$ cat src/rtl/ds_slot_scheduler_pkg.sv
// Shared types and helpers for the symbol-synchronous slot scheduler.
package ds_mux_pkg;
  typedef enum logic [1:0] {SEL_DS1, SEL_DS2, SEL_DS3, SEL_NONE} sel_t;
  typedef enum logic {IDLE, RUN} state_t;

  function automatic int cps(input int clk_f, input int symbol_clk_f);
    return clk_f / symbol_clk_f;
  endfunction

  function automatic logic [1:0] popcnt3(input logic [2:0] r);
    return {1'b0, r[0]} + {1'b0, r[1]} + {1'b0, r[2]};
  endfunction

  // Granted stream indices in service order, starting at the first granted index >= ptr.
  function automatic logic [2:0][1:0] rr_order(input logic [2:0] r, input logic [1:0] ptr);
    logic [2:0][1:0] o;
    logic [1:0]      n;
    logic [1:0]      idx;
    o = {3{2'd3}};
    n = '0;
    for (int i = 0; i < 3; i++) begin
      idx = 2'((int'(ptr) + i) % 3);
      if (r[idx]) begin
        o[n] = idx;
        n    = n + 2'd1;
      end
    end
    return o;
  endfunction
endpackage

$ cat src/rtl/ds_slot_scheduler_if.sv
// Stream inputs, symbol clock and multiplexed outputs of the slot scheduler.
interface ds_slot_scheduler_if import ds_mux_pkg::*; #(parameter int ds_width = 8);
  logic                symbol_clk;
  logic [2:0]          req;
  logic [ds_width-1:0] ds1, ds2, ds3;
  logic [1:0]          mode;
  logic [2:0]          grant;
  sel_t                sel;
  logic                slot_start;
  logic [ds_width-1:0] mux_data;
  logic                mux_valid;
  logic                err_sym_len;

  modport master (output symbol_clk, req, ds1, ds2, ds3,
                  input  mode, grant, sel, slot_start, mux_data, mux_valid, err_sym_len);
  modport slave  (input  symbol_clk, req, ds1, ds2, ds3,
                  output mode, grant, sel, slot_start, mux_data, mux_valid, err_sym_len);
endinterface

$ cat src/rtl/ds_slot_timer.sv
// Symbol cycle counter and slot boundary decode; outputs describe the next cycle.
module ds_slot_timer import ds_mux_pkg::*; #(
  parameter int CPS = 100
) (
  input  logic                   clk,
  input  logic                   rst,
  input  logic                   clr,
  input  logic                   en,
  input  logic [1:0]             mode,
  output logic [$clog2(CPS)-1:0] cnt,
  output logic [1:0]             slot_idx,
  output logic                   slot_start
);
  localparam int              CW   = $clog2(CPS);
  localparam logic [CW-1:0]   LAST = CW'(CPS - 1);
  localparam logic [CW+1:0]   B2   = (CW+2)'(CPS / 2);
  localparam logic [CW+1:0]   B3A  = (CW+2)'(CPS / 3);
  localparam logic [CW+1:0]   B3B  = (CW+2)'(2 * (CPS / 3));

  logic [CW-1:0] cnt_nxt;
  logic [CW+1:0] c;
  logic          bnd;

  always_comb begin
    cnt_nxt = cnt;
    if (clr)                    cnt_nxt = '0;
    else if (en && cnt != LAST) cnt_nxt = cnt + CW'(1);
    c        = {2'b00, cnt_nxt};
    slot_idx = 2'd0;
    bnd      = 1'b0;
    // The last slot runs to the end of the symbol, absorbing the remainder.
    case (mode)
      2'd2: begin
        if (c >= B2) slot_idx = 2'd1;
        bnd = (c == B2);
      end
      2'd3: begin
        if (c >= B3B)      slot_idx = 2'd2;
        else if (c >= B3A) slot_idx = 2'd1;
        bnd = (c == B3A) || (c == B3B);
      end
      default: ;
    endcase
    slot_start = clr ? (mode != 2'd0) : (en && bnd && (cnt_nxt != cnt));
  end

  always_ff @(posedge clk or negedge rst) begin
    if (!rst) cnt <= '0;
    else      cnt <= cnt_nxt;
  end
endmodule

$ cat src/rtl/ds_slot_scheduler.sv
// TDM slot scheduler: snapshots requests at each symbol edge and grants equal slots round-robin.
module ds_slot_scheduler import ds_mux_pkg::*; #(
  parameter int clk_f        = 100_000_000,
  parameter int symbol_clk_f = 1_000_000,
  parameter int ds_width     = 8
) (
  input logic               clk,
  input logic               rst,
  ds_slot_scheduler_if.slave bus
);
  localparam int            CPS  = cps(clk_f, symbol_clk_f);
  localparam int            CW   = $clog2(CPS);
  localparam logic [CW-1:0] LAST = CW'(CPS - 1);

  state_t              state;
  logic                sym_q, sym_edge, run;
  logic [1:0]          mode_q, new_mode, mode_eff, rr_ptr;
  logic [2:0]          grant_q;
  logic [2:0][1:0]     own_q, new_own, own_eff;
  logic [CW-1:0]       cnt;
  logic [1:0]          slot_idx;
  logic                ss_nxt, ss_q, valid_q, err_q;
  sel_t                sel_q, sel_nxt;
  logic [ds_width-1:0] data_q, data_nxt;

  assign sym_edge = bus.symbol_clk & ~sym_q;
  assign run      = (state == RUN);
  assign new_mode = popcnt3(bus.req);
  assign new_own  = rr_order(bus.req, rr_ptr);
  // A new symbol takes effect in the same cycle it is detected.
  assign mode_eff = sym_edge ? new_mode : mode_q;
  assign own_eff  = sym_edge ? new_own  : own_q;

  ds_slot_timer #(.CPS(CPS)) u_timer (
    .clk(clk), .rst(rst), .clr(sym_edge), .en(run), .mode(mode_eff),
    .cnt(cnt), .slot_idx(slot_idx), .slot_start(ss_nxt)
  );

  always_comb begin
    sel_nxt = (mode_eff == 2'd0) ? SEL_NONE : sel_t'(own_eff[slot_idx]);
    case (sel_nxt)
      SEL_DS1: data_nxt = bus.ds1;
      SEL_DS2: data_nxt = bus.ds2;
      SEL_DS3: data_nxt = bus.ds3;
      default: data_nxt = '0;
    endcase
  end

  always_ff @(posedge clk or negedge rst) begin
    if (!rst) begin
      state   <= IDLE;
      sym_q   <= 1'b0;
      mode_q  <= '0;
      grant_q <= '0;
      own_q   <= '1;
      rr_ptr  <= '0;
      sel_q   <= SEL_NONE;
      ss_q    <= 1'b0;
      data_q  <= '0;
      valid_q <= 1'b0;
      err_q   <= 1'b0;
    end else begin
      sym_q <= bus.symbol_clk;
      if (sym_edge) begin
        state   <= RUN;
        grant_q <= bus.req;
        mode_q  <= new_mode;
        own_q   <= new_own;
        if (new_mode != 2'd0) rr_ptr <= (new_own[0] == 2'd2) ? 2'd0 : new_own[0] + 2'd1;
      end
      // Early edge, or the counter sitting saturated with no edge arriving.
      if (run && (sym_edge ? (cnt != LAST) : (cnt == LAST))) err_q <= 1'b1;
      if (sym_edge || run) begin
        sel_q   <= sel_nxt;
        ss_q    <= ss_nxt;
        data_q  <= data_nxt;
        valid_q <= (sel_nxt != SEL_NONE);
      end
    end
  end

  assign bus.mode        = mode_q;
  assign bus.grant       = grant_q;
  assign bus.sel         = sel_q;
  assign bus.slot_start  = ss_q;
  assign bus.mux_data    = data_q;
  assign bus.mux_valid   = valid_q;
  assign bus.err_sym_len = err_q;
endmodule

$ cat src/flat_wrapper.sv
// flat-port wrapper written by rule: the top's interface ports become plain ports
module ds_slot_scheduler_flat import ds_mux_pkg::*;
#(
  parameter int clk_f        = 100_000_000,
  parameter int symbol_clk_f = 1_000_000,
  parameter int ds_width     = 8
)
  (clk, rst, bus_symbol_clk, bus_req, bus_ds1, bus_ds2, bus_ds3, bus_mode, bus_grant, bus_sel, bus_slot_start, bus_mux_data, bus_mux_valid, bus_err_sym_len);
  ds_slot_scheduler_if #(.ds_width(ds_width)) bus_i ();
  input logic clk;
  input logic rst;
  input wire logic [$bits(bus_i.symbol_clk)-1:0] bus_symbol_clk;
  input wire logic [$bits(bus_i.req)-1:0] bus_req;
  input wire logic [$bits(bus_i.ds1)-1:0] bus_ds1;
  input wire logic [$bits(bus_i.ds2)-1:0] bus_ds2;
  input wire logic [$bits(bus_i.ds3)-1:0] bus_ds3;
  output wire logic [$bits(bus_i.mode)-1:0] bus_mode;
  output wire logic [$bits(bus_i.grant)-1:0] bus_grant;
  output wire logic [$bits(bus_i.sel)-1:0] bus_sel;
  output wire logic [$bits(bus_i.slot_start)-1:0] bus_slot_start;
  output wire logic [$bits(bus_i.mux_data)-1:0] bus_mux_data;
  output wire logic [$bits(bus_i.mux_valid)-1:0] bus_mux_valid;
  output wire logic [$bits(bus_i.err_sym_len)-1:0] bus_err_sym_len;
  assign bus_i.symbol_clk = bus_symbol_clk;
  assign bus_i.req = bus_req;
  assign bus_i.ds1 = bus_ds1;
  assign bus_i.ds2 = bus_ds2;
  assign bus_i.ds3 = bus_ds3;
  assign bus_mode = bus_i.mode;
  assign bus_grant = bus_i.grant;
  assign bus_sel = bus_i.sel;
  assign bus_slot_start = bus_i.slot_start;
  assign bus_mux_data = bus_i.mux_data;
  assign bus_mux_valid = bus_i.mux_valid;
  assign bus_err_sym_len = bus_i.err_sym_len;
  ds_slot_scheduler #(.clk_f(clk_f), .symbol_clk_f(symbol_clk_f), .ds_width(ds_width)) u_core (.clk(clk), .rst(rst), .bus(bus_i));
endmodule
$ cat config.mk
export PLATFORM = sky130hd
export DESIGN_NAME = ds_slot_scheduler_flat
export DESIGN_NICKNAME = d
export VERILOG_FILES = /design/src/rtl/ds_slot_scheduler_pkg.sv /design/src/rtl/ds_slot_scheduler_if.sv /design/src/rtl/ds_slot_timer.sv /design/src/rtl/ds_slot_scheduler.sv /design/src/flat_wrapper.sv
export SDC_FILE = /design/constraint.sdc
export NUM_CORES = 1
export LEC_CHECK = 0
export CAP_MARGIN = 10
export CORE_MARGIN = 5
export CORE_UTILIZATION = 30
export CTS_BUF_LIST = sky130_fd_sc_hd__clkbuf_8
export DETAILED_ROUTE_END_ITERATION = 8
export GPL_TIMING_DRIVEN = 0
export PLACE_DENSITY_LB_ADDON = 0.15
export SYNTH_ARGS = -nofsm -noshare
export SYNTH_HDL_FRONTEND = slang
export SYNTH_HIERARCHICAL = 1
export SYNTH_SLANG_ARGS = --single-unit
export TNS_END_PERCENT = 50
$ cat constraint.sdc
create_clock -name clk -period 3.12 [get_ports clk]
set_input_delay 0.624 -clock clk [delete_from_list [all_inputs] [get_ports clk]]
set_output_delay 0.624 -clock clk [all_outputs]
set_load 0.005 [all_outputs]
-- Word-level counts from Yosys, hierarchy flattened
Cells that the tools add are included.
- $add $sub $neg: 7
- div/mod/pow operators: 3
- $lt $le $gt $ge: 11
- equality and inequality tests: 12
- mux-type cells: 33
- bitwise operators: 2
- reduce and logical (&&, ||, !) cells: 13
- operators with widths (operator ; number):
    $mod 32x3->32 const B ; 2
    $mod 3x3->32 const B ; 1
    $pmux 8 s3 ; 1
    $mux 2 ; 9
    $mux 6 ; 3
    $lt 2x3->1 const B ; 5
    $eq 7x6->1 const B ; 2
    $eq 7x7->1 const B ; 2
    $ge 7x6->1 const B ; 2
    $mux 7 ; 2
    $bwmux 6 ; 2
    $demux 2 s2 ; 2
    $eq 2x2->1 const B ; 4
    $mux 1 ; 8
    $add 7x1->7 const B ; 1
    $ge 7x7->1 const B ; 1
    $ne 7x7->1 ; 1
    $ne 7x7->1 const B ; 1
    $bmux 1 s2 ; 3
    $logic_and 1x1->1 ; 6
    $bmux 2 s2 ; 1
    $logic_not 2->1 ; 2
    $pmux 2 s2 ; 1
    $reduce_bool 2->1 ; 2
    16 further kinds ; 17
- bits in registers: 35
- output and inout port bits: 18
- logic and storage cells: 95

-- Longest topological paths before layout
Gate-level depths: netlist of the first run.
- depth in word-level cells: 18
- depth in mapped cells: 17
- depth with buffers taken out: 13

-- Cells and area by module
The synthesis of the first run kept the hierarchy.
- by module, submodules not included (module ; instances ; cells an instance ; area an instance (um^2) ; seq. area each (um^2)):
    ds_slot_scheduler ; 1 ; 184 ; 1801.7 ; 710.7
    ds_slot_timer ; 1 ; 70 ; 590.6 ; 175.2

-- Least setup slack after synthesis of the first run
Ideal clock, no wire load.
- path type: input to register
- start point: input port bus_symbol_clk
- end point: register u_core.data_q[6] (netlist: u_core/bus.mux_data[6])
- data arrival time: 3285 ps
- data required time: 2992 ps
- slack: -293 ps
- stages on the path: 17
- path buffers: 4
- cell sequence: nand2b_1 > inv_1 > buf_2 > buf_2 > nor3_1 > a21oi_2 > inv_1 > or3_1 > o221ai_1 > o311a_1 > inv_1 > o31ai_1 > a32o_1 > buf_6 > buf_6 > mux2i_1 > o211ai_2
- longest elaborated chain between the ends: 11
- elaborated cells on any way between the ends: 22
- RTL lines (item ; RTL line ; text):
    start, declared ; flat_wrapper.sv:12 ; input wire logic [$bits(bus_i.symbol_clk)-1:0] bus_symbol_clk;
    $and 1x1->1 (*) ; ds_slot_scheduler.sv:26 ; assign sym_edge = bus.symbol_clk & ~sym_q;
    net u_core.sym_edge ; ds_slot_scheduler.sv:16 ; logic sym_q, sym_edge, run;
    $mux 7 (*) ; ds_slot_timer.sv:26 ; if (clr) cnt_nxt = '0;
    net u_core.u_timer.cnt_nxt[4] ; ds_slot_timer.sv:20 ; logic [CW-1:0] cnt_nxt;
    $ge 7x6->1 ; ds_slot_timer.sv:39 ; else if (c >= B3A) slot_idx = 2'd1;
    $mux 1 ; ds_slot_timer.sv:39 ;
    $mux 2 ; ds_slot_timer.sv:38 ; if (c >= B3B) slot_idx = 2'd2;
    $pmux 2 s2 (*) ; ds_slot_timer.sv:32 ; case (mode)
    net u_core.slot_idx[0] ; ds_slot_scheduler.sv:21 ; logic [1:0] slot_idx;
    $bmux 2 s2 (*) ; ds_slot_scheduler.sv:40 ; sel_nxt = (mode_eff == 2'd0) ? SEL_NONE : sel_t'(own_eff[slot_idx]);
    $mux 2 (implied by the code) (*) ; ds_slot_scheduler.sv:40 ;
    $mux 2 (*) ; ds_slot_scheduler.sv:40 ;
    $eq 2x2->1 (tied with other cells) ; ds_slot_scheduler.sv:41 ; case (sel_nxt)
    $pmux 8 s3 (*) ; ds_slot_scheduler.sv:41 ;
    end signal, assigned ; ds_slot_scheduler.sv:76 ; data_q <= data_nxt;
    end, declared ; ds_slot_scheduler.sv:24 ; logic [ds_width-1:0] data_q, data_nxt;
Mark *: on every way through the listed nets, which the timed path passes. The rest lies on a longest branch. The select of a mux whose other input is x is not followed.
A chain may end at the register's enable or synchronous reset.

-- Worst setup path after layout of the first run
- start point: register u_core.u_timer.cnt[3]
- end point: register u_core.data_q[6] (netlist: u_core/bus.mux_data[6])
- longest elaborated chain between the ends: 13
- elaborated cells on any way between the ends: 19
- RTL lines (item ; RTL line ; text):
    start, declared ; ds_slot_timer.sv:10 ; output logic [$clog2(CPS)-1:0] cnt,
    start signal, assigned ; ds_slot_timer.sv:49 ; else cnt <= cnt_nxt;
    parallel branches: the longest is 2 deep, another holds $add 7x1->7 ; -- ;
    $mux 7 (*) ; ds_slot_timer.sv:27 ; else if (en && cnt != LAST) cnt_nxt = cnt + CW'(1);
    $mux 7 (*) ; ds_slot_timer.sv:26 ;
    $ge 7x6->1 ; ds_slot_timer.sv:39 ;
    $mux 1 ; ds_slot_timer.sv:39 ;
    $mux 2 ; ds_slot_timer.sv:38 ;
    $pmux 2 s2 (*) ; ds_slot_timer.sv:32 ;
    net u_core.slot_idx[0] ; ds_slot_scheduler.sv:21 ;
    $bmux 2 s2 (*) ; ds_slot_scheduler.sv:40 ;
    $mux 2 (implied by the code) (*) ; ds_slot_scheduler.sv:40 ;
    $mux 2 (*) ; ds_slot_scheduler.sv:40 ;
    $eq 2x2->1 (tied with other cells) ; ds_slot_scheduler.sv:41 ;
    $pmux 8 s3 (*) ; ds_slot_scheduler.sv:41 ;
Mark *: on every way through the listed nets, which the timed path passes. The select of a mux whose other input is x is not followed.

==> results.py, run 1 <==
metrics = {
    "status": {
        "status": "finished with violations",
        "violations": "setup timing",
    },
    "worst_setup_path": {
        "reg2regPathDepth": 13,
        "cp_top_family": "compound AO/OA/AOI/OAI gates",
        "reg2reg_to": "u_core/bus.mux_data[6]$_DFFE_PN0P_",
        "endpoint": "u_core/bus.mux_data[6]$_DFFE_PN0P_",
        "cp_num_buf_inv": 2,
        "critPathSlowestCell": "dfrtp_1",
        "end_kind": "register",
        "r2r-start": "u_core/u_timer/cnt[3]$_DFF_PN0_",
        "r2r_slack_ps": -120,
        "startpoint": "u_core/u_timer/cnt[3]$_DFF_PN0_",
        "cp.arrival_ps": 3410,
        "path_depth": 13,
        "required_ps": 3290,
        "critPathMostFrequentCell": "o31ai_2",
        "critPathKind": "reg -> reg",
        "crit_path_cell_trace": "nand4bb_4, o21ai_4, mux2_4, nor2_4, nor4_1, o311a_1, o31ai_2, o31ai_2, a32o_2, buf_12, bufbuf_16, nand4_1, o211ai_2",
        "crit_fanout": 6,
        "cp_slowest_stage_delay_ps": 430,
        "critPathLaunchType": "register",
    },
    "power_and_ir_drop": {
        "p_clk_share_pct": 14.3,
        "power_density_mw_per_mm2": 775,
        "sequentialPowerShare_pct": 25.6,
        "p_int_w": 0.00177,
        "peakVddDrop_uv": 297,
        "p_sw_share_pct": 37.4,
        "share_comb_of_total_power_pct": 60.1,
        "p_sw_w": 0.00106,
        "cellLeakagePower_nw": 1.48,
    },
    "synthesis": {
        "synth_ff_type": "dfrtp_1",
        "synth_nets": 292,
        "yosysWarningCount": 6,
        "synth_seq_area_share_pct": 37.0,
        "synth_edf_count": 0,
        "ys_top_cells_by_count": "nand2_1, dfrtp_1, nor2_1, inv_1",
        "synthCells": 254,
        "async_flop_share_pct": 100,
        "synth_top_area_share_pct": 28.2,
        "synth_area_leader_cell": "dfrtp_1",
        "synth_area_mm2": 0.00239,
        "synthTopCellsByArea": "dfrtp_1, dfstp_2, nand2_1",
        "yosysUniqueCellTypes": 63,
        "syn_area_per_cell_um2": 9.42,
        "synth.most_common_cell": "nand2_1",
        "ys_ff_latch": 35,
    },
    "sta": {
        "finalMaxSlewViolations": 0,
        "tightestPinTransition_ps": 825,
        "fin_crit_sh_pct": 104,
        "setup_tns_ps": -981,
        "timing.final.ws_setup_ps": -119,
        "final_hold_viol_count": 0,
        "clock_skew_ps": 6.49,
        "setup_violations": 10,
        "fin_crit_ps": 3240,
        "fmax_mhz": 309,
        "rsz0062_at_grt": "yes",
        "slew_headroom_pct": 45.0,
    },
    "clock_tree": {
        "clk_pin_slew_ps": 80,
        "cts-root-buf": "clkbuf_8",
        "cts_buffer_depth": 2,
        "worstSkewPairLatency_ps": 280,
        "h-tree-depth": 2,
        "numCtsBuffers": 5,
        "ctsHoldBuffers": 0,
        "cts_sinks": 35,
        "cts_tree": "built",
    },
    "route": {
        "drt-initial-drc-count": 72,
        "drc_errors": 0,
        "wl_per_cell_um": 15.7,
        "wl_met2_um": 3410,
        "wl_met3_um": 225,
        "vias_per_cell": 5.08,
        "wl_met1_um": 3110,
        "ant_nets": 0,
        "via_count": 2216,
        "drtPass1Iterations": 4,
        "highest_layer": "met4",
        "finalWirelength_um": 6830,
    },
    "global_routing": {
        "overflow": 0,
        "grt_use_total_pct": 13.7,
        "antenna_found_initial": 0,
        "grt_max_degree": 36,
        "grt_pass1_wl_um": 11100,
        "first_global_vias": 2276,
    },
    "layout": {
        "final_core_utilization_pct": 47.1,
        "syn_to_final_growth_pct": 52.9,
        "layout.nets": 371,
        "n_antenna_cell": 0,
        "fillers": 749,
        "drive_above_1_share_pct": 34.4,
    },
    "hold_path": {
        "hold_class": "in -> async",
    },
    "floorplan": {
        "pin_count": 48,
        "die-height_um": 99.3,
        "core_area_mm2": 0.00777,
        "rows": 32,
        "die_area_mm2": 0.00986,
        "die_x_um": 99.3,
        "start_util_pct": 30.8,
    },
    "placement": {
        "portBuffers": 47,
        "pre_cts_ws_ps": -1180,
        "dp_hpwl_um": 4630,
        "finalWeightedCongestion": 0.789,
    },
    "flow_run": {
        "cap_violations": 0,
    },
}
per-stage QoR:
step	area [um^2]	total power [W]	hold slack, ps	cells
2_1_floorplan	2420	0.00154	328	254
6_report	3660	0.00284	434	436
5_1_grt	3660	0.00301	498	436
3_5_place_dp	3010	0.00194	449	403
3_3_place_gp	3020	0.00193	442	403
4_1_cts	3480	0.00269	467	433
cell usage in the layout (no fill, tap or decap), drive strengths merged, types with 4 or more instances in the layout:
| cell | count |
|---|---|
| a2111oi | 4 |
| a21oi | 9 |
| buf | 34 |
| clkbuf | 9 |
| clkdlybuf4s50 | 42 |
| dfrtp | 27 |
| dfstp | 8 |
| ha | 7 |
| inv | 16 |
| mux2i | 11 |
| nand2 | 30 |
| nand2b | 8 |
| nand4 | 12 |
| nor2 | 22 |
| nor2b | 5 |
| o211ai | 8 |
| o21ai | 16 |
routing by layer:
layer  vias to the layer above  global-route usage (%)
met5                         -                       0
met4                         0                    3.78
met3                         6                    2.88
met2                        38                    23.7
met1                      1076                    17.3
li1                       1096                       -
power groups by stage:
stage	combinational (W)	sequential (W)	clock, W
after global placement	0.00121	0.000728	0
after CTS	0.00155	0.000724	0.000417
after global routing	0.00183	0.000747	0.000431
final	0.00170	0.000726	0.000405
after floorplan	0.000828	0.000716	0
after detailed placement	0.00122	0.000727	0
state kept, by name (all words and copies together) (netlist names), 2 cells and up:
name	flops
u_core/rr_ptr	2
u_core/bus.mode	2
u_core/bus.grant	3
u_core/bus.mux_data	8
u_core/own_q	6
u_core/u_timer/cnt	7
u_core/bus.sel	2
worst min-delay path by stage:
stage / start / end / slack (ps) / cells past startpoint
after global routing: bus_symbol_clk / u_core/sym_q$_DFF_PN0_ / 500 / 1
after detailed placement: u_core/bus.err_sym_len$_DFFE_PN0P_ / u_core/bus.err_sym_len$_DFFE_PN0P_ / 450 / 1
after CTS: u_core/bus.err_sym_len$_DFFE_PN0P_ / u_core/bus.err_sym_len$_DFFE_PN0P_ / 470 / 1
after floorplan: rst / u_core/bus.err_sym_len$_DFFE_PN0P_ / 330 / 0
final: rst / u_core/rr_ptr[0]$_DFFE_PN0P_ / 430 / 1
after global placement: u_core/bus.err_sym_len$_DFFE_PN0P_ / u_core/bus.err_sym_len$_DFFE_PN0P_ / 440 / 1
logic make-up (layout without fill, tap and decap cells):
group | after synthesis | count (layout) | synth area share, %
AO/OA/AOI/OAI | 67 | 67 | 22.5
XOR/XNOR | 4 | 4 | 1.46
AND/OR/NAND/NOR | 102 | 102 | 23.1
multiplexers | 13 | 13 | 6.07
adder cells (fa/ha/maj) | 8 | 8 | 4.50
buffers and inverters | 25 | 105 | 5.33
flip-flops | 35 | 35 | 37.0
timing repair:
action	CTS	global route
pin swaps	14	20
gates resized for setup	50	35
setup endpoints to repair	11	11
cloned	1	0
setup buffers	21	5
cell type report:
cell class | instances | area (um^2) | area share [%]
Clock inverter | 3 | 37.5 | 1.03
Clock buffer | 5 | 68.8 | 1.88
Inverter | 14 | 55.1 | 1.51
Timing Repair Buffer | 73 | 718 | 19.6
Buffer | 10 | 108 | 2.94
Sequential cell | 35 | 890 | 24.3
Tap cell | 102 | 128 | 3.49
Multi-Input combinational cell | 194 | 1650 | 45.2
(Power assumes the default switching activity.)
==> inputs of run 2 (changes only) <==
Settings changed: ABC_CLOCK_PERIOD_IN_PS from default to 3120.
==> results of run 2 <==
Final layout, timing and power as in run 1 (identical DEF).
==> inputs of run 3 (changes only) <==
Settings changed: CORE_UTILIZATION 30 to 48, SKIP_LAST_GASP from default to 1.
==> run 3 against run 2 <==
Compared with the run above:
- the run still ends with setup timing left
- clock skew down 2.1 ps
- design area up 0.21%
- worst setup slack better by 58 ps
- sequential power down 1%
- register-to-register slack better by 60 ps
- first-iteration DRC count up 130%
- sequential share of layout area about the same
- wire length up 1.2%
- clock-buffer cell count up 2
- global-route usage up 7.9 points
- critical endpoint is now u_core/bus.mux_data[2]$_DFFE_PN0P_
==> results.py, run 3 (synthesis gave the netlist of run 1 again) <==
metrics = {
    "global_routing": {
        "grt.met2_usage_pct": 34.9,
        "first_global_vias": 2272,
        "grt_max_degree": 36,
        "grt-busiest-layer": "met2",
        "antenna_found_initial": 0,
        "gr-usage-met3_pct": 6.39,
        "grt_use_total_pct": 21.6,
        "met1_usage_pct": 27.9,
        "grt_pass1_wl_um": 10800,
        "overflow": 0,
    },
    "floorplan": {
        "die_x_um": 80.6,
        "pin_count": 48,
        "die-height_um": 80.6,
        "start_util_pct": 50.0,
        "rows": 25,
        "die_area_mm2": 0.00650,
        "core_area_mm2": 0.00479,
    },
    "route": {
        "drc_errors": 0,
        "wl_per_cell_um": 16.8,
        "drtPass1Iterations": 4,
        "finalWirelength_um": 6910,
        "drt-initial-drc-count": 162,
        "vias_per_cell": 5.62,
        "via_count": 2311,
        "ant_nets": 0,
    },
    "clock_tree": {
        "cts_tree": "built",
        "clk_pin_slew_ps": 70,
        "cts_buffer_depth": 2,
        "cts-root-buf": "clkbuf_8",
        "cts_sinks": 35,
        "numCtsBuffers": 5,
        "h-tree-depth": 2,
        "ctsHoldBuffers": 0,
        "worstSkewPairLatency_ps": 290,
    },
    "placement": {
        "finalWeightedCongestion": 0.835,
        "place_area_mm2": 0.00297,
        "portBuffers": 47,
        "dp_hpwl_um": 4300,
    },
    "sta": {
        "rsz0062_at_grt": "yes",
        "final_hold_viol_count": 0,
        "setup_tns_ps": -345,
        "timing.final.ws_setup_ps": -61.8,
        "hold_slack_ps": 406,
        "tightestPinTransition_ps": 1110,
        "fin_crit_sh_pct": 102,
        "clock_skew_ps": 4.44,
        "slew_headroom_pct": 24.0,
        "setup_violations": 9,
        "fin_crit_ps": 3180,
        "fmax_mhz": 314,
        "finalMaxSlewViolations": 0,
    },
    "power_and_ir_drop": {
        "p_sw_share_pct": 38.3,
        "peakVddDrop_uv": 541,
        "p_sw_w": 0.00109,
        "cellLeakagePower_nw": 1.50,
        "power_density_mw_per_mm2": 777,
        "share_comb_of_total_power_pct": 61.8,
        "sequentialPowerShare_pct": 25.3,
        "p_clk_share_pct": 12.9,
        "p_int_w": 0.00176,
    },
    "status": {
        "status": "finished with violations",
        "violations": "setup timing",
    },
    "worst_setup_path": {
        "critPathKind": "reg -> reg",
        "end_kind": "register",
        "critPathLaunchType": "register",
        "cp.arrival_ps": 3360,
        "required_ps": 3300,
        "crit_fanout": 5,
    },
    "flow_run": {
        "cap_violations": 0,
    },
    "layout": {
        "drive_above_1_share_pct": 36.0,
        "seqCellArea_um2": 892,
        "final_cell_mix": "clkdlybuf4s50_1, buf_4, nand2_1",
        "n_antenna_cell": 0,
        "fin_area_mm2": 0.00366,
        "syn_to_final_growth_pct": 53.2,
        "fillers": 322,
        "largest_reg_flops": 8,
        "final_common_cell": "clkdlybuf4s50_1",
        "multi_input_area_mm2": 0.00166,
        "layout.nets": 381,
    },
    "hold_path": {
        "hold_class": "in -> async",
    },
}
==> run 3: final cells by class <==
type | count | area share, %
Clock inverter | 1 | 0.102
Inverter | 14 | 1.57
Sequential cell | 35 | 24.3
Timing Repair Buffer | 83 | 21.3
Tap cell | 67 | 2.29
Buffer | 10 | 2.59
Clock buffer | 7 | 2.63
Multi-Input combinational cell | 194 | 45.2
==> run 3: metrics by stage <==
step / instances / setup WS (ps) / power [W] / utilization, %
2_1_floorplan: 254 / -29.9 / 0.00154 / -
3_3_place_gp: 368 / -1100 / 0.00190 / 62.1
3_5_place_dp: 368 / -1140 / 0.00193 / 62.0
4_1_cts: 402 / -28.0 / 0.00259 / 71.7
5_1_grt: 411 / -176 / 0.00301 / 76.6
6_report: 411 / -61.8 / 0.00285 / 76.6
==> run 3: repair_timing <==
| item | 4_1_cts | 5_1_grt |
|---|---|---|
| gates cloned | 1 | 0 |
| resized for setup | 46 | 33 |
| setup buffers | 25 | 10 |
| pin swaps | 17 | 17 |
| setup endpoints to repair | 11 | 11 |
==> run 3: layer usage <==
metal | up-vias | part of all wire, % | wire length, um
met5 | - | 0 | 0
li1 | 1115 | - | -
met4 | 0 | 1.9 | 128
met1 | 1115 | 44 | 3050
met3 | 11 | 5.7 | 391
met2 | 70 | 48 | 3340
==> run 3: final timing paths <==
check / from / endpoint / slack (ps) / cells past startpoint
max: u_core/rr_ptr[0]$_DFFE_PN0P_ / u_core/bus.mux_data[2]$_DFFE_PN0P_ / -60 / 11
min: rst / u_core/rr_ptr[0]$_DFFE_PN0P_ / 410 / 1
max reg2reg: u_core/rr_ptr[0]$_DFFE_PN0P_ / u_core/bus.mux_data[2]$_DFFE_PN0P_ / -60 / 11
min reg2reg: u_core/bus.err_sym_len$_DFFE_PN0P_ / u_core/bus.err_sym_len$_DFFE_PN0P_ / 470 / 1
max in group asynchronous: rst / u_core/u_timer/cnt[4]$_DFF_PN0_ / 2170 / 1
min in group clk: u_core/bus.err_sym_len$_DFFE_PN0P_ / u_core/bus.err_sym_len$_DFFE_PN0P_ / 470 / 1
==> run 3: worst max-delay path: stages (launching register included) <==
cell	delay, ps
dfrtp_1	380
buf_4	150
ha_1	220
nand2b_1	170
a2111oi_0	990
a211oi_4	170
o31ai_4	260
a32o_2	170
buf_8	140
buf_12	110
mux2i_2	210
o211ai_2	100
==> run 3: power groups by stage <==
stage	logic, W	registers (W)	clock network (W)
after CTS	0.00150	0.000714	0.000371
after detailed placement	0.00120	0.000729	0
after global placement	0.00118	0.000726	0
final	0.00176	0.000719	0.000368
after floorplan	0.000828	0.000716	0
after global routing	0.00188	0.000738	0.000398
==> patch: new RTL, config.mk and constraints of run 3 <==
`clk_f` is set to 100_000_000 in 2 places; all go to 50_000_000.
--- a/src/rtl/ds_slot_scheduler.sv
+++ b/src/rtl/ds_slot_scheduler.sv
@@ -2,3 +2,3 @@
 module ds_slot_scheduler import ds_mux_pkg::*; #(
-  parameter int clk_f        = 100_000_000,
+  parameter int clk_f        = 50_000_000,
   parameter int symbol_clk_f = 1_000_000,
--- a/src/flat_wrapper.sv
+++ b/src/flat_wrapper.sv
@@ -3,3 +3,3 @@
 #(
-  parameter int clk_f        = 100_000_000,
+  parameter int clk_f        = 50_000_000,
   parameter int symbol_clk_f = 1_000_000,
Function: same outputs for any inputs over 4 cycles, from zero or initial values and one cycle with rst low; that may be too few to reach the edited logic, so the function may still have changed.
==> patch against run 3 <==
The flow still finishes with violations (negative setup slack). Non-clock buffer count decreased by 16. Core utilization down 5.9 points. Die area down 4.6%. Power shrank 8.8%. Sequential share of layout area up 1.9 points. Worst setup slack improved by 0.031 ns. Cell area down 10%. First-iteration DRC count fell by 20%. Global-route usage shrank 2.3 points. Clock skew up 0.00071 ns. Routed wire length fell by 17%. Sequential cell count fell by 1. Synthesized area is 5.2% lower. Critical path type unchanged. Critical endpoint is now u_core/bus.mux_data[0]$_DFFE_PN0P_. Largest power group unchanged.
==> patch: results (changes against run 3) <==
- Status: finished with violations (unchanged)
- Failing checks: negative setup slack (unchanged)
- Pins Over Slew Limit: 0 (unchanged)
- Top cells by area in the synthesized netlist: dfrtp_1, dfstp_2, mux2_4, a221o_1, ha_1 (was dfrtp_1, dfstp_2, nand2_1, mux2i_1, o211ai_2)
- Async set-or-reset flop fraction in the synthesized netlist: 1.00 (unchanged)
- Number of buffers created by CTS: 5 (unchanged)
- Crit path max-delay cell type: o311a_1 (was a2111oi_0)
- Net Count, Synth: 264 (was 292)
- Setup TNS Final: -0.0868 ns (was -0.345 ns)
- Max reg flops: 8 (unchanged)
- Nets: 335 (was 381)
- Initial antenna violation count: 0 (unchanged)
- DRT iter0 DRCs: 129 (was 162)
- Vias in the first global route: 2035 (was 2272)
- Mux share of post-synthesis cell area: 0.0993 (was 0.0607)
- Measured slew at the worst slew-check pin: 0.880 ns (was 1.11 ns)
- Final wirelength: 5.74 mm (was 6.91 mm)
- Worst path max stage delay: 0.40 ns (was 0.99 ns)
- Fraction of layout instances using a drive strength above 1: 0.356 (was 0.360)
- Syn_area_per_cell: 10.0 µm² (was 9.42 µm²)
- Dpl cells: 327 (was 368)
- Number of flops mapped to enable cells by yosys: 0 (unchanged)
- Ant diodes: 0 (unchanged)
- Hold WC Path Type: in -> async (unchanged)
- Max IR drop VDD: 0.419 mV (was 0.541 mV)
- Post-Synth Adder-Cell Area: 0.0475 (was 0.0450)
- Placement Cell Area: 2870 µm² (was 2970 µm²)
- Seq/Total Area, Yosys: 0.380 (was 0.370)
- Post-Synth XOR/XNOR Area: 0.0155 (was 0.0146)
- Largest net degree at the start of global routing: 35 (was 36)
- Clock buffer depth: 2 (unchanged)
- Dpl hpwl: 3.87 mm (was 4.30 mm)
- Vias per cell: 5.78 (was 5.62)
- Leakage power: 1.39 nW (was 1.50 nW)
- Clk_lat worst skew: 0.29 ns (about the same)
- Crit path max-delay family: compound AO/OA/AOI/OAI gates (unchanged)
- Total GRT Usage: 0.193 (was 0.216)
- Routability congestion estimate: 0.808 (was 0.835)
- Worst path arrival time: 3.37 ns (was 3.36 ns)
- Crit path launch: u_core/rr_ptr[0]$_DFFE_PN0P_ (unchanged)
- Root Buffer: clkbuf_8 (unchanged)
- Worst clock skew: 0.00515 ns (was 0.00444 ns)
- Cell Int Power: 0.00162 W (was 0.00176 W)
- Synth Area in Compound Gates: 0.194 (was 0.225)
- CP endpoint: u_core/bus.mux_data[0]$_DFFE_PN0P_ (was u_core/bus.mux_data[2]$_DFFE_PN0P_)
- Post-synth top cells: dfrtp_1, nand2_1, nor2_1 (was nand2_1, dfrtp_1, nor2_1)
- Worst-path fanout max: 10 (was 5)
- Fin Hold WS: 0.390 ns (was 0.406 ns)
- Synth unique cells: 65 (was 63)
- Port Buffer Count: 47 (unchanged)
- # setup viols final: 8 (was 9)
- Wire per inst: 16.3 µm (was 16.8 µm)
- Total of warnings raised by yosys: 6 (unchanged)
- Global-route wire length before repair: 9.53 mm (was 10.8 mm)
- R2R depth: 14 (was 11)
- Worst setup margin: -0.0311 ns (was -0.0618 ns)
[patch: final cells by class]
type / count / area, µm²
inverter: 14 / 55.1
timing repair buffer: 65 / 599
clock buffer: 6 / 82.6
clock inverter: 2 / 16.3
buffer: 12 / 126
fill: 339 / 1370
multi-input combinational: 165 / 1480
sequential: 34 / 863
tap: 54 / 67.6
[patch: metrics by stage]
| step | total power (W) | worst slack, ns |
|---|---|---|
| after CTS | 0.00249 | -0.00656 |
| after global placement | 0.00193 | -0.895 |
| final | 0.00260 | -0.0311 |
| after floorplan | 0.00156 | -0.000569 |
| after global routing | 0.00279 | -0.188 |
| after detailed placement | 0.00195 | -0.923 |
[patch: power groups by stage]
stage | sequential, W | combinational [W] | clock (W)
finish | 0.000735 | 0.00151 | 0.000352
global route | 0.000759 | 0.00165 | 0.000390
CTS | 0.000726 | 0.00139 | 0.000365
detailed placement | 0.000733 | 0.00122 | 0
global placement | 0.000731 | 0.00120 | 0
floorplan | 0.000722 | 0.000840 | 0
[patch: layer usage]
metal  wire, µm  vias to the layer above  global-route usage
met2       2690                       74               0.317
met5          0                        -                   0
met4         44                        0              0.0594
met3        445                        6              0.0590
li1           -                      985                   -
met1       2560                      970               0.244
[patch: logic make-up after synthesis]
group                      after synthesis
AOI/OAI and AO/OA                       56
DFF                                     34
adders and majority gates                8
and+or+nand+nor                         79
muxes                                   18
buffers and inverters                   27
xor gates and xnor gates                 4
[patch: repair_timing]
item                       in CTS  in global routing
pin swaps                      13                 18
setup endpoints to repair      11                 11
buffers inserted               13                  4
gates resized for setup        40                 23
cloned                          1                  0
